<file path="config.mk">
export PLATFORM = sky130hd
export DESIGN_NAME = fetch_unit_flat
export DESIGN_NICKNAME = d
export VERILOG_FILES = /design/src/rtl/fetch_unit_pkg.sv /design/src/rtl/fetch_unit_if.sv /design/src/rtl/fetch_fifo.sv /design/src/rtl/fetch_unit.sv /design/src/flat_wrapper.sv
export SDC_FILE = /design/constraint.sdc
export NUM_CORES = 1
export LEC_CHECK = 0
export ABC_AREA = 0
export BUFFER_PORTS_ARGS = -buffer_cell sky130_fd_sc_hd__clkbuf_2
export CORE_MARGIN = 4
export CORE_UTILIZATION = 45
export DETAILED_ROUTE_END_ITERATION = 8
export MAX_ROUTING_LAYER = met4
export PLACE_DENSITY = 0.68
export REMOVE_ABC_BUFFERS = 1
export SLEW_MARGIN = 20
export SYNTH_ARGS = -nofsm -noshare
export SYNTH_HDL_FRONTEND = slang
export SYNTH_SLANG_ARGS = --single-unit
</file>
<file path="constraint.sdc">
create_clock -name clk -period 7.1 [get_ports clk]
set_input_delay 1.42 -clock clk [delete_from_list [all_inputs] [get_ports clk]]
set_output_delay 1.42 -clock clk [all_outputs]
set_load 0.03 [all_outputs]
</file>
<file path="src/rtl/fetch_unit_pkg.sv">
// Shared types and defaults for the instruction fetch stage.
// Contents: default parameters, FSM state encoding and the {pc, instr} FIFO entry.
package fetch_unit_pkg;

    localparam int unsigned XLEN                  = 32;
    localparam logic [31:0] FETCH_RESET_PC        = 32'h0000_0000;
    localparam int unsigned FETCH_FIFO_DEPTH      = 4;
    localparam int unsigned FETCH_MAX_OUTSTANDING = 2;

    typedef enum logic {
        FETCH_ST_FETCH = 1'b0,
        FETCH_ST_FLUSH = 1'b1
    } fetch_state_t;

    typedef struct packed {
        logic [XLEN-1:0] pc;
        logic [XLEN-1:0] instr;
    } fetch_entry_t;

endpackage

</file>
<file path="src/rtl/fetch_unit_if.sv">
// Bus bundle of the fetch stage: memory request/response, redirect and the
// instruction channel toward execute.
// master: fetch unit side (drives req_*, instr_*); slave: memory/execute side.
interface fetch_unit_if;

    logic                              req_valid;
    logic [fetch_unit_pkg::XLEN-1:0]   req_addr;
    logic                              req_ready;
    logic                              resp_valid;
    logic [fetch_unit_pkg::XLEN-1:0]   resp_data;
    logic                              redirect_valid;
    logic [fetch_unit_pkg::XLEN-1:0]   redirect_pc;
    logic                              instr_valid;
    logic                              instr_ready;
    logic [fetch_unit_pkg::XLEN-1:0]   instr;
    logic [fetch_unit_pkg::XLEN-1:0]   instr_pc;

    modport master (
        output req_valid, req_addr, instr_valid, instr, instr_pc,
        input  req_ready, resp_valid, resp_data, redirect_valid, redirect_pc, instr_ready
    );

    modport slave (
        input  req_valid, req_addr, instr_valid, instr, instr_pc,
        output req_ready, resp_valid, resp_data, redirect_valid, redirect_pc, instr_ready
    );

endinterface

</file>
<file path="src/rtl/fetch_fifo.sv">
// Synchronous instruction buffer of {pc, instr} entries.
// Ports: clk, reset (sync, active-low), push/push_data, pop, clear (drops all
// entries), head (entry at the read pointer), count, empty, full.
module fetch_fifo
    import fetch_unit_pkg::*;
#(
    parameter int unsigned DEPTH = FETCH_FIFO_DEPTH
) (
    input  logic                         clk,
    input  logic                         reset,
    input  logic                         push,
    input  fetch_entry_t                 push_data,
    input  logic                         pop,
    input  logic                         clear,
    output fetch_entry_t                 head,
    output logic [$clog2(DEPTH+1)-1:0]   count,
    output logic                         empty,
    output logic                         full
);

    localparam int unsigned AW = (DEPTH > 1) ? $clog2(DEPTH) : 1;
    localparam int unsigned CW = $clog2(DEPTH + 1);

    fetch_entry_t  mem [DEPTH];
    logic [AW-1:0] rd_ptr;
    logic [AW-1:0] wr_ptr;
    logic [CW-1:0] cnt;
    logic          push_ok;
    logic          pop_ok;

    assign push_ok = push && !full;
    assign pop_ok  = pop && !empty;

    // Storage is cleared on reset so the head reads zero out of reset.
    always_ff @(posedge clk) begin
        if (!reset) begin
            for (int unsigned i = 0; i < DEPTH; i++) begin
                mem[AW'(i)] <= '0;
            end
            rd_ptr <= '0;
            wr_ptr <= '0;
            cnt    <= '0;
        end else if (clear) begin
            rd_ptr <= '0;
            wr_ptr <= '0;
            cnt    <= '0;
        end else begin
            if (push_ok) begin
                mem[wr_ptr] <= push_data;
                wr_ptr      <= wr_ptr + AW'(1);
            end
            if (pop_ok) begin
                rd_ptr <= rd_ptr + AW'(1);
            end
            cnt <= cnt + CW'(push_ok) - CW'(pop_ok);
        end
    end

    assign head  = mem[rd_ptr];
    assign count = cnt;
    assign empty = (cnt == '0);
    assign full  = (cnt == CW'(DEPTH));

endmodule

</file>
<file path="src/rtl/fetch_unit.sv">
// Instruction fetch stage: issues sequential word fetches under a credit limit,
// buffers in-order responses and hands {instr, instr_pc} to execute. A redirect
// flushes the buffer and drops every in-flight response before refetching.
// Ports: clk, reset (sync, active-low), bus (fetch_unit_if.master).
module fetch_unit
    import fetch_unit_pkg::*;
#(
    parameter logic [31:0] RESET_PC        = FETCH_RESET_PC,
    parameter int unsigned FIFO_DEPTH      = FETCH_FIFO_DEPTH,
    parameter int unsigned MAX_OUTSTANDING = FETCH_MAX_OUTSTANDING
) (
    input  logic          clk,
    input  logic          reset,
    fetch_unit_if.master  bus
);

    localparam int unsigned OW = $clog2(MAX_OUTSTANDING + 1);
    localparam int unsigned CW = $clog2(FIFO_DEPTH + 1);

    fetch_state_t  state;
    fetch_state_t  state_nxt;
    logic [31:0]   fetch_pc;
    logic [31:0]   fetch_pc_nxt;
    logic [OW-1:0] outstanding;
    logic [OW-1:0] outstanding_nxt;
    logic [OW-1:0] drop_count;
    logic [OW-1:0] drop_count_nxt;
    logic [CW-1:0] fifo_count;
    logic          fifo_empty;
    logic          fifo_full;
    fetch_entry_t  fifo_head;
    fetch_entry_t  push_entry;
    logic          credit_ok;
    logic          req_valid_c;
    logic          instr_valid_c;
    logic          push;
    logic          pop;
    logic          clear;

    // Issue only if every in-flight word is guaranteed a FIFO slot.
    assign credit_ok = (32'(outstanding) < MAX_OUTSTANDING) &&
                       ((32'(outstanding) + 32'(fifo_count)) < FIFO_DEPTH);

    // In FETCH all in-flight requests belong to the current stream, so the
    // returning word is the oldest: fetch_pc minus four per outstanding request.
    assign push_entry.pc    = fetch_pc - (32'(outstanding) << 2);
    assign push_entry.instr = bus.resp_data;

    always_ff @(posedge clk) begin
        if (!reset) begin
            state       <= FETCH_ST_FETCH;
            fetch_pc    <= RESET_PC;
            outstanding <= '0;
            drop_count  <= '0;
        end else begin
            state       <= state_nxt;
            fetch_pc    <= fetch_pc_nxt;
            outstanding <= outstanding_nxt;
            drop_count  <= drop_count_nxt;
        end
    end

    // Next state, counters and handshake enables.
    always_comb begin
        state_nxt       = state;
        fetch_pc_nxt    = fetch_pc;
        outstanding_nxt = outstanding;
        drop_count_nxt  = drop_count;
        req_valid_c     = 1'b0;
        instr_valid_c   = 1'b0;
        push            = 1'b0;
        pop             = 1'b0;
        clear           = 1'b0;

        // Any response retires one in-flight request regardless of state.
        if (bus.resp_valid && (outstanding != '0)) begin
            outstanding_nxt = outstanding - OW'(1);
        end

        if (bus.redirect_valid) begin
            clear          = 1'b1;
            fetch_pc_nxt   = bus.redirect_pc & ~32'h3;
            drop_count_nxt = outstanding_nxt;
            state_nxt      = (outstanding_nxt != '0) ? FETCH_ST_FLUSH : FETCH_ST_FETCH;
        end else begin
            case (state)
                FETCH_ST_FETCH: begin
                    req_valid_c   = reset && credit_ok;
                    instr_valid_c = reset && !fifo_empty;
                    push          = bus.resp_valid;
                    pop           = instr_valid_c && bus.instr_ready;
                    if (req_valid_c && bus.req_ready) begin
                        fetch_pc_nxt    = fetch_pc + 32'd4;
                        outstanding_nxt = outstanding_nxt + OW'(1);
                    end
                end
                FETCH_ST_FLUSH: begin
                    if (bus.resp_valid && (drop_count != '0)) begin
                        drop_count_nxt = drop_count - OW'(1);
                    end
                    if (drop_count_nxt == '0) begin
                        state_nxt = FETCH_ST_FETCH;
                    end
                end
                default: state_nxt = FETCH_ST_FETCH;
            endcase
        end
    end

    fetch_fifo #(
        .DEPTH (FIFO_DEPTH)
    ) u_fifo (
        .clk       (clk),
        .reset     (reset),
        .push      (push),
        .push_data (push_entry),
        .pop       (pop),
        .clear     (clear),
        .head      (fifo_head),
        .count     (fifo_count),
        .empty     (fifo_empty),
        .full      (fifo_full)
    );

    assign bus.req_valid   = req_valid_c;
    assign bus.req_addr    = fetch_pc;
    assign bus.instr_valid = instr_valid_c;
    assign bus.instr       = fifo_head.instr;
    assign bus.instr_pc    = fifo_head.pc;

    // Protocol checks on the memory side and the credit invariant.
    always_ff @(posedge clk) begin
        if (reset) begin
            assert (!(bus.resp_valid && (outstanding == '0)))
                else $error("fetch_unit: resp_valid with no outstanding request");
            assert (!(push && fifo_full))
                else $error("fetch_unit: push into full instruction buffer");
        end
    end

endmodule

</file>
<file path="src/flat_wrapper.sv">
// flat-port wrapper written by rule: the top's interface ports become plain ports
module fetch_unit_flat import fetch_unit_pkg::*;
#(
    parameter logic [31:0] RESET_PC        = FETCH_RESET_PC,
    parameter int unsigned FIFO_DEPTH      = FETCH_FIFO_DEPTH,
    parameter int unsigned MAX_OUTSTANDING = FETCH_MAX_OUTSTANDING
)
  (clk, reset, bus_req_valid, bus_req_addr, bus_instr_valid, bus_instr, bus_instr_pc, bus_req_ready, bus_resp_valid, bus_resp_data, bus_redirect_valid, bus_redirect_pc, bus_instr_ready);
  fetch_unit_if bus_i ();
  input  logic clk;
  input  logic reset;
  output wire logic [$bits(bus_i.req_valid)-1:0] bus_req_valid;
  output wire logic [$bits(bus_i.req_addr)-1:0] bus_req_addr;
  output wire logic [$bits(bus_i.instr_valid)-1:0] bus_instr_valid;
  output wire logic [$bits(bus_i.instr)-1:0] bus_instr;
  output wire logic [$bits(bus_i.instr_pc)-1:0] bus_instr_pc;
  input wire logic [$bits(bus_i.req_ready)-1:0] bus_req_ready;
  input wire logic [$bits(bus_i.resp_valid)-1:0] bus_resp_valid;
  input wire logic [$bits(bus_i.resp_data)-1:0] bus_resp_data;
  input wire logic [$bits(bus_i.redirect_valid)-1:0] bus_redirect_valid;
  input wire logic [$bits(bus_i.redirect_pc)-1:0] bus_redirect_pc;
  input wire logic [$bits(bus_i.instr_ready)-1:0] bus_instr_ready;
  assign bus_req_valid = bus_i.req_valid;
  assign bus_req_addr = bus_i.req_addr;
  assign bus_instr_valid = bus_i.instr_valid;
  assign bus_instr = bus_i.instr;
  assign bus_instr_pc = bus_i.instr_pc;
  assign bus_i.req_ready = bus_req_ready;
  assign bus_i.resp_valid = bus_resp_valid;
  assign bus_i.resp_data = bus_resp_data;
  assign bus_i.redirect_valid = bus_redirect_valid;
  assign bus_i.redirect_pc = bus_redirect_pc;
  assign bus_i.instr_ready = bus_instr_ready;
  fetch_unit #(.RESET_PC(RESET_PC), .FIFO_DEPTH(FIFO_DEPTH), .MAX_OUTSTANDING(MAX_OUTSTANDING)) u_core (.clk(clk), .reset(reset), .bus(bus_i));
endmodule
</file>
==> results.toml, run 1 <==
[run_status]
outcome = "finished clean"

[cts]
clock_latency_ps = 570
clockBufferDepth = 3
htreeDepth = 1
cts_hold_buffers = 0
clock_sinks = 292
cts_tree = "built"
cts_setup_buffers = 0
clock-root-buffer = "clkbuf_16"
numCtsBuffers = 31
cts_resized = 0
path_clk_slew_ps = 60

[die]
die_w_um = 180
start_util_pct = 46.0
core_um2 = 29000
fp.dieArea_um2 = 32500
rows = 62
ios = 168
fp.dieH_um = 180

[logic_synthesis]
synth_flop_cell = "edfxtp_1"
synth_area_leader_cell = "edfxtp_1"
synth_edf_count = 248
muxShareOfSynthArea_pct = 10.5
syn_inst = 1004
synthDistinctLibCells = 43
synth_area_um2 = 13300
synth_top_family_by_area = "simple AND/OR/NAND/NOR gates"
synth-seq-cells = 292
synthSimpleGateAreaFrac_pct = 16.0
synth.avg_cell_area_um2 = 13.3
synth.top_cell.area_share_pct = 55.8
seq_area_frac_synth_pct = 62.4
synth_xor_area_share_pct = 4.20
yosysWarningCount = 0
synth_fa_ha_area_share_pct = 1.14
ys_async_sr_fraction_pct = 0
synth_compound_area_share_pct = 2.82
ys_top_cells_by_area = "edfxtp_1 (56%), mux4_2 (10%), dfxtp_1 (6.6%), and2_1 (6.2%), nor2_1 (3.8%)"

[place]
place_hpwl_mm = 19.2
portBuffers = 161
gp_congestion = 0.783

[sta]
maxSlewHeadroom_pct = 32.4
fin_setup_tns_ps = 0
finalHoldViolCount = 0
fin_crit_ps = 4570
rsz0062_at_grt = "false"
max_freq_ghz = 0.219
slew_viol_final = 0
finalSetupViolCount = 0
period_share_pct = 64.3
clock_skew_ps = 12.9
tightest_slew_ps = 1010

[power_and_ir_drop]
total_power_mw = 4.23
ir_drop_mv = 0.208
powerDensity_nw_per_um2 = 273
power_leakage_nw = 5.64

[worst_hold_path]
hp-class = "flip-flop to flip-flop"

[critical_path]
end_kind = "output pin"
worstPathArrival_ps = 3150
rrSetupSlack_ps = 3640
crit_required_ps = 5680
worst-path-max-fanout = 34
critPathLaunchType = "primary input"
critPathKind = "primary input to output pin"

[grt]
first_global_vias = 8602
grt_use_total_pct = 19.4
grt_overflow = 0
grt_pass1_wl_mm = 48.9
grt_max_degree = 63
antenna_found_initial = 0

[final_layout]
mostFrequentLayoutCell = "edfxtp_1"
multiInputGateArea_um2 = 4690
n_fill_cell = 2471
area.growth.synth_to_final_pct = 16.3
nets = 1222
seqCellArea_um2 = 8330
layout_common_cells = "edfxtp_1 (248), clkbuf_2 (161), nor2_1 (134)"
antenna_cells = 0
drive_gt1_share_pct = 25.7

[route]
wl_mm = 31.2
wl_per_cell_um = 20.1
vias = 8398
ant_nets = 0
drcViolationCount = 0
drt_first_pass_iters = 5
post_drt_via_cell_ratio = 5.42
drt-initial-drc-count = 595

[run]
cap_violations = 0
==> cell usage after synthesis (2+ instances only) <==
cell type,count
nor2_1,136
xnor2_1,56
inv_1,21
fa_1,2
nand4_1,13
ha_1,9
edfxtp_1,248
nor3_1,23
and2_1,133
and3_1,8
o211a_1,2
nor3b_1,2
and4_1,3
dfxtp_1,44
or3_1,6
or2_2,3
a21oi_1,31
clkbuf_1,57
nand2_1,27
buf_1,9
o21ai_0,34
buf_4,4
nor2b_1,3
xor2_1,8
nor4_1,22
nand3_1,18
nand2b_1,4
buf_6,2
mux4_2,62
==> critical path: stages <==
cell and delay, ps:
clkbuf_2 230, buf_4 400, nand2b_1 380, nor3_1 410, clkbuf_2 290
==> cell families (layout without fill, tap and decap cells) <==
family | Yosys count | in the layout
multiplexers | 63 | 63
AO/OA/AOI/OAI | 71 | 71
adder cells (fa/ha/maj) | 11 | 11
other | 1 | 4
flip-flops | 292 | 292
XOR/XNOR | 64 | 64
AND/OR/NAND/NOR | 409 | 409
buffers and inverters | 93 | 252
==> per-stage QoR <==
stage / util (%) / std cells / hold slack, ps / worst slack (ps) / area [um2]
5_1_grt: 53.5 / 1550 / 585 / 2410 / 15500
4_1_cts: 53.5 / 1550 / 533 / 2540 / 15500
3_5_place_dp: 49.9 / 1492 / 513 / 2540 / 14500
3_3_place_gp: 49.9 / 1492 / 515 / 2570 / 14500
6_report: 53.5 / 1550 / 536 / 2530 / 15500
2_1_floorplan: - / 935 / 485 / 244 / 13100
==> per-layer routing <==
| metal | GRT usage [%] | part of all wire, % | vias to the layer above | wire, um |
|---|---|---|---|---|
| met5 | - | 0 | - | 0 |
| met4 | 4.14 | 2.1 | 0 | 668 |
| met3 | 2.87 | 5.9 | 48 | 1850 |
| met2 | 30.5 | 47 | 307 | 14800 |
| met1 | 27.3 | 45 | 4124 | 13900 |
| li1 | - | - | 3919 | - |
==> state kept, by name, summed over array words and instances, names as in the netlist, named ones only <==
register              cells
u_core.bus.req_addr      30
u_core.outstanding        2
u_core.state              1
u_core.drop_count         2
u_core.u_fifo.wr_ptr      2
u_core.u_fifo.count       3
u_core.u_fifo.mem       248
u_core.u_fifo.rd_ptr      2
==> power breakdown <==
| group | switching, mW | total, mW | internal, mW |
|---|---|---|---|
| registers | 0.0672 | 2.04 | 1.97 |
| clock network | 0.682 | 1.63 | 0.948 |
| logic | 0.375 | 0.568 | 0.193 |
| total | 1.12 | 4.23 | 3.11 |
==> layout make-up <==
cell class | count | share of cell area (%)
flip-flops and latches | 292 | 53.7
inverters | 21 | 0.508
clock inverters | 26 | 1.64
clock buffers | 32 | 5.03
repair buffers | 173 | 5.78
well taps | 384 | 3.10
multi-input cells | 622 | 30.2
==> final timing paths <==
check,startpoint,endpoint,cells after the start
setup / recovery,reset,bus_instr_valid,5
hold reg to reg,u_core.u_fifo.rd_ptr[1],flip-flop,2
setup reg to reg,u_core.u_fifo.count[2],u_core.u_fifo.mem[2][41],6
hold / removal,u_core.u_fifo.rd_ptr[1],flip-flop,2
No activity file was read; power rests on OpenSTA's default activity.
==> run 2: changes to the inputs <==
ABC_AREA = 1   (was 0)
clock period = 3.7 ns   (was 7.1 ns; I/O delays follow)
==> run 2 against run 1 <==
Effect of this change: worst hold slack got worse by 59 ps; sequential share of layout area fell by 4.6 points; critical path depth did not move; critical endpoint is now bus_instr_pc[10]; highest routed layer unchanged.
==> results.toml, run 2 <==
[run_status]
outcome = "finished clean"

[cts]
cts_setup_buffers = 0
cts_tree = "built"
path_clk_slew_ps = 60
clockBufferDepth = 3
clock_sinks = 292
numCtsBuffers = 31
clock_latency_ps = 560
cts_resized = 0
clock-root-buffer = "clkbuf_16"
htreeDepth = 1
cts_hold_buffers = 0

[sta]
tightest_slew_ps = 1060
fin_crit_ps = 3220
clock_skew_ps = 9.54
period_share_pct = 86.9
rsz0062_at_grt = "false"
slew_viol_final = 0
fin_setup_tns_ps = 0
max_freq_ghz = 0.311
finalSetupViolCount = 0
finalHoldViolCount = 0
fin_ws_ps = 483
hold_ws_ps = 476
maxSlewHeadroom_pct = 29.5

[final_layout]
instances_no_fill = 2211
area.growth.synth_to_final_pct = 15.5
mostFrequentLayoutCell = "nor2_1"
fin_util_pct = 53.2
largest_reg_flops = 248
antenna_cells = 0
fin_area_um2 = 17000
seqCellArea_um2 = 8330
multiInputGateArea_um2 = 5350
largest-register = "u_core.u_fifo.mem"
nets = 1832
layout_common_cells = "nor2_1 (453), edfxtp_1 (248), nand2_1 (209)"
n_fill_cell = 2934
drive_gt1_share_pct = 18.6

[logic_synthesis]
yosysMostFrequentCell = "nor2_1"
synth_flop_cell = "edfxtp_1"
ys_top_cells_by_count = "nor2_1 (453), edfxtp_1 (248), nand2_1 (212), o21ai_0 (158), inv_1 (121)"
ys_async_sr_fraction_pct = 0
syn_inst = 1619
ys_top_cells_by_area = "edfxtp_1 (51%), nor2_1 (12%), dfxtp_1 (6.0%), nand2_1 (5.4%), o21ai_0 (5.4%)"
synth_area_um2 = 14700
synth.top_cell.area_share_pct = 50.7
yosysWarningCount = 0
synth_area_leader_cell = "edfxtp_1"
synth_edf_count = 248
synth-seq-cells = 292
synth.avg_cell_area_um2 = 9.07
synthDistinctLibCells = 43
seq_area_frac_synth_pct = 56.7

[die]
fp.dieH_um = 189
core_um2 = 31900
ios = 168
die_w_um = 189
start_util_pct = 46.0
fp.dieArea_um2 = 35600
rows = 65

[critical_path]
r2r-end = "u_core.u_fifo.mem[0][46]"
critPathKind = "flip-flop to output pin"
critPathCapture = "bus_instr_pc[10]"
worst_r2r_path_depth = 8
critPathLaunchType = "flip-flop"
crit_required_ps = 2960
end_kind = "output pin"
rrSetupSlack_ps = 1270
worst-path-max-fanout = 63
r2r-start = "u_core.bus.req_addr[2]"
worstPathArrival_ps = 2480

[grt]
grt_pass1_wl_mm = 60.1
grt_max_degree = 89
grt_use_total_pct = 21.4
first_global_vias = 11400
grt_overflow = 0
antenna_found_initial = 0

[power_and_ir_drop]
powerDensity_nw_per_um2 = 472
power_leakage_nw = 6.97
total_power_mw = 8.01
ir_drop_mv = 0.435

[route]
post_drt_via_cell_ratio = 5.25
vias = 11600
drt_first_pass_iters = 5
drt-initial-drc-count = 890
wl_mm = 37.4
ant_nets = 0
drcViolationCount = 0
wl_per_cell_um = 16.9

[place]
gp_congestion = 0.900
portBuffers = 161
placed_area_um2 = 15900
numPlacedInstances = 2153
place_hpwl_mm = 23.2
dp_slack_ps = 694

[run]
cap_violations = 0

[worst_hold_path]
whs_path_depth = 3
hp-class = "primary input to flip-flop"
hold_start = "bus_redirect_pc[8]"
run 2: worst min path at each step:
stage                                    endpoint  slack [ps]
after detailed placement   u_core.bus.req_addr[2]         530
after global routing       u_core.bus.req_addr[4]         490
final                      u_core.bus.req_addr[8]         480
after CTS                  u_core.bus.req_addr[8]         460
after global placement     u_core.bus.req_addr[2]         520
after floorplan           u_core.u_fifo.wr_ptr[0]         500
run 2: power breakdown:
part	total, mW	internal, mW	leakage [nW]	switching (mW)
Combinational	1.10	0.309	3.54	0.794
Clock	3.05	1.75	0.495	1.30
Sequential	3.85	3.75	2.93	0.106
run 2: layout make-up:
type                    instances  area share [%]
clock inverters                26            1.37
multi-input cells            1081            31.6
inverters                     159            3.59
clock buffers                  32            4.60
repair buffers                186            6.52
well taps                     435            3.21
flip-flops and latches        292            49.2
run 2: critical path: stages (launching register included):
cell and delay, ps:
dfxtp_4 480, clkinv_2 90, buf_4 530, o21ai_0 170, o22ai_1 310, clkbuf_2 280
run 2: logic make-up (layout without fill, tap and decap cells):
group | Yosys count | after routing | synth area share, %
adder cells (fa/ha/maj) | 11 | 11 | 1.04
AO/OA/AOI/OAI | 260 | 260 | 9.62
flip-flops | 292 | 292 | 56.7
AND/OR/NAND/NOR | 783 | 783 | 24.1
buffers and inverters | 249 | 403 | 7.11
other | 1 | 4 | 0.0255
XOR/XNOR | 23 | 23 | 1.37
run 2: layer usage:
metal,global-route usage (%),vias up,wire (um)
li1,-,5612,-
met1,28.6,5492,16500
met2,35.7,436,17700
met3,2.54,59,2410
met4,4.18,0,758
met5,-,-,0
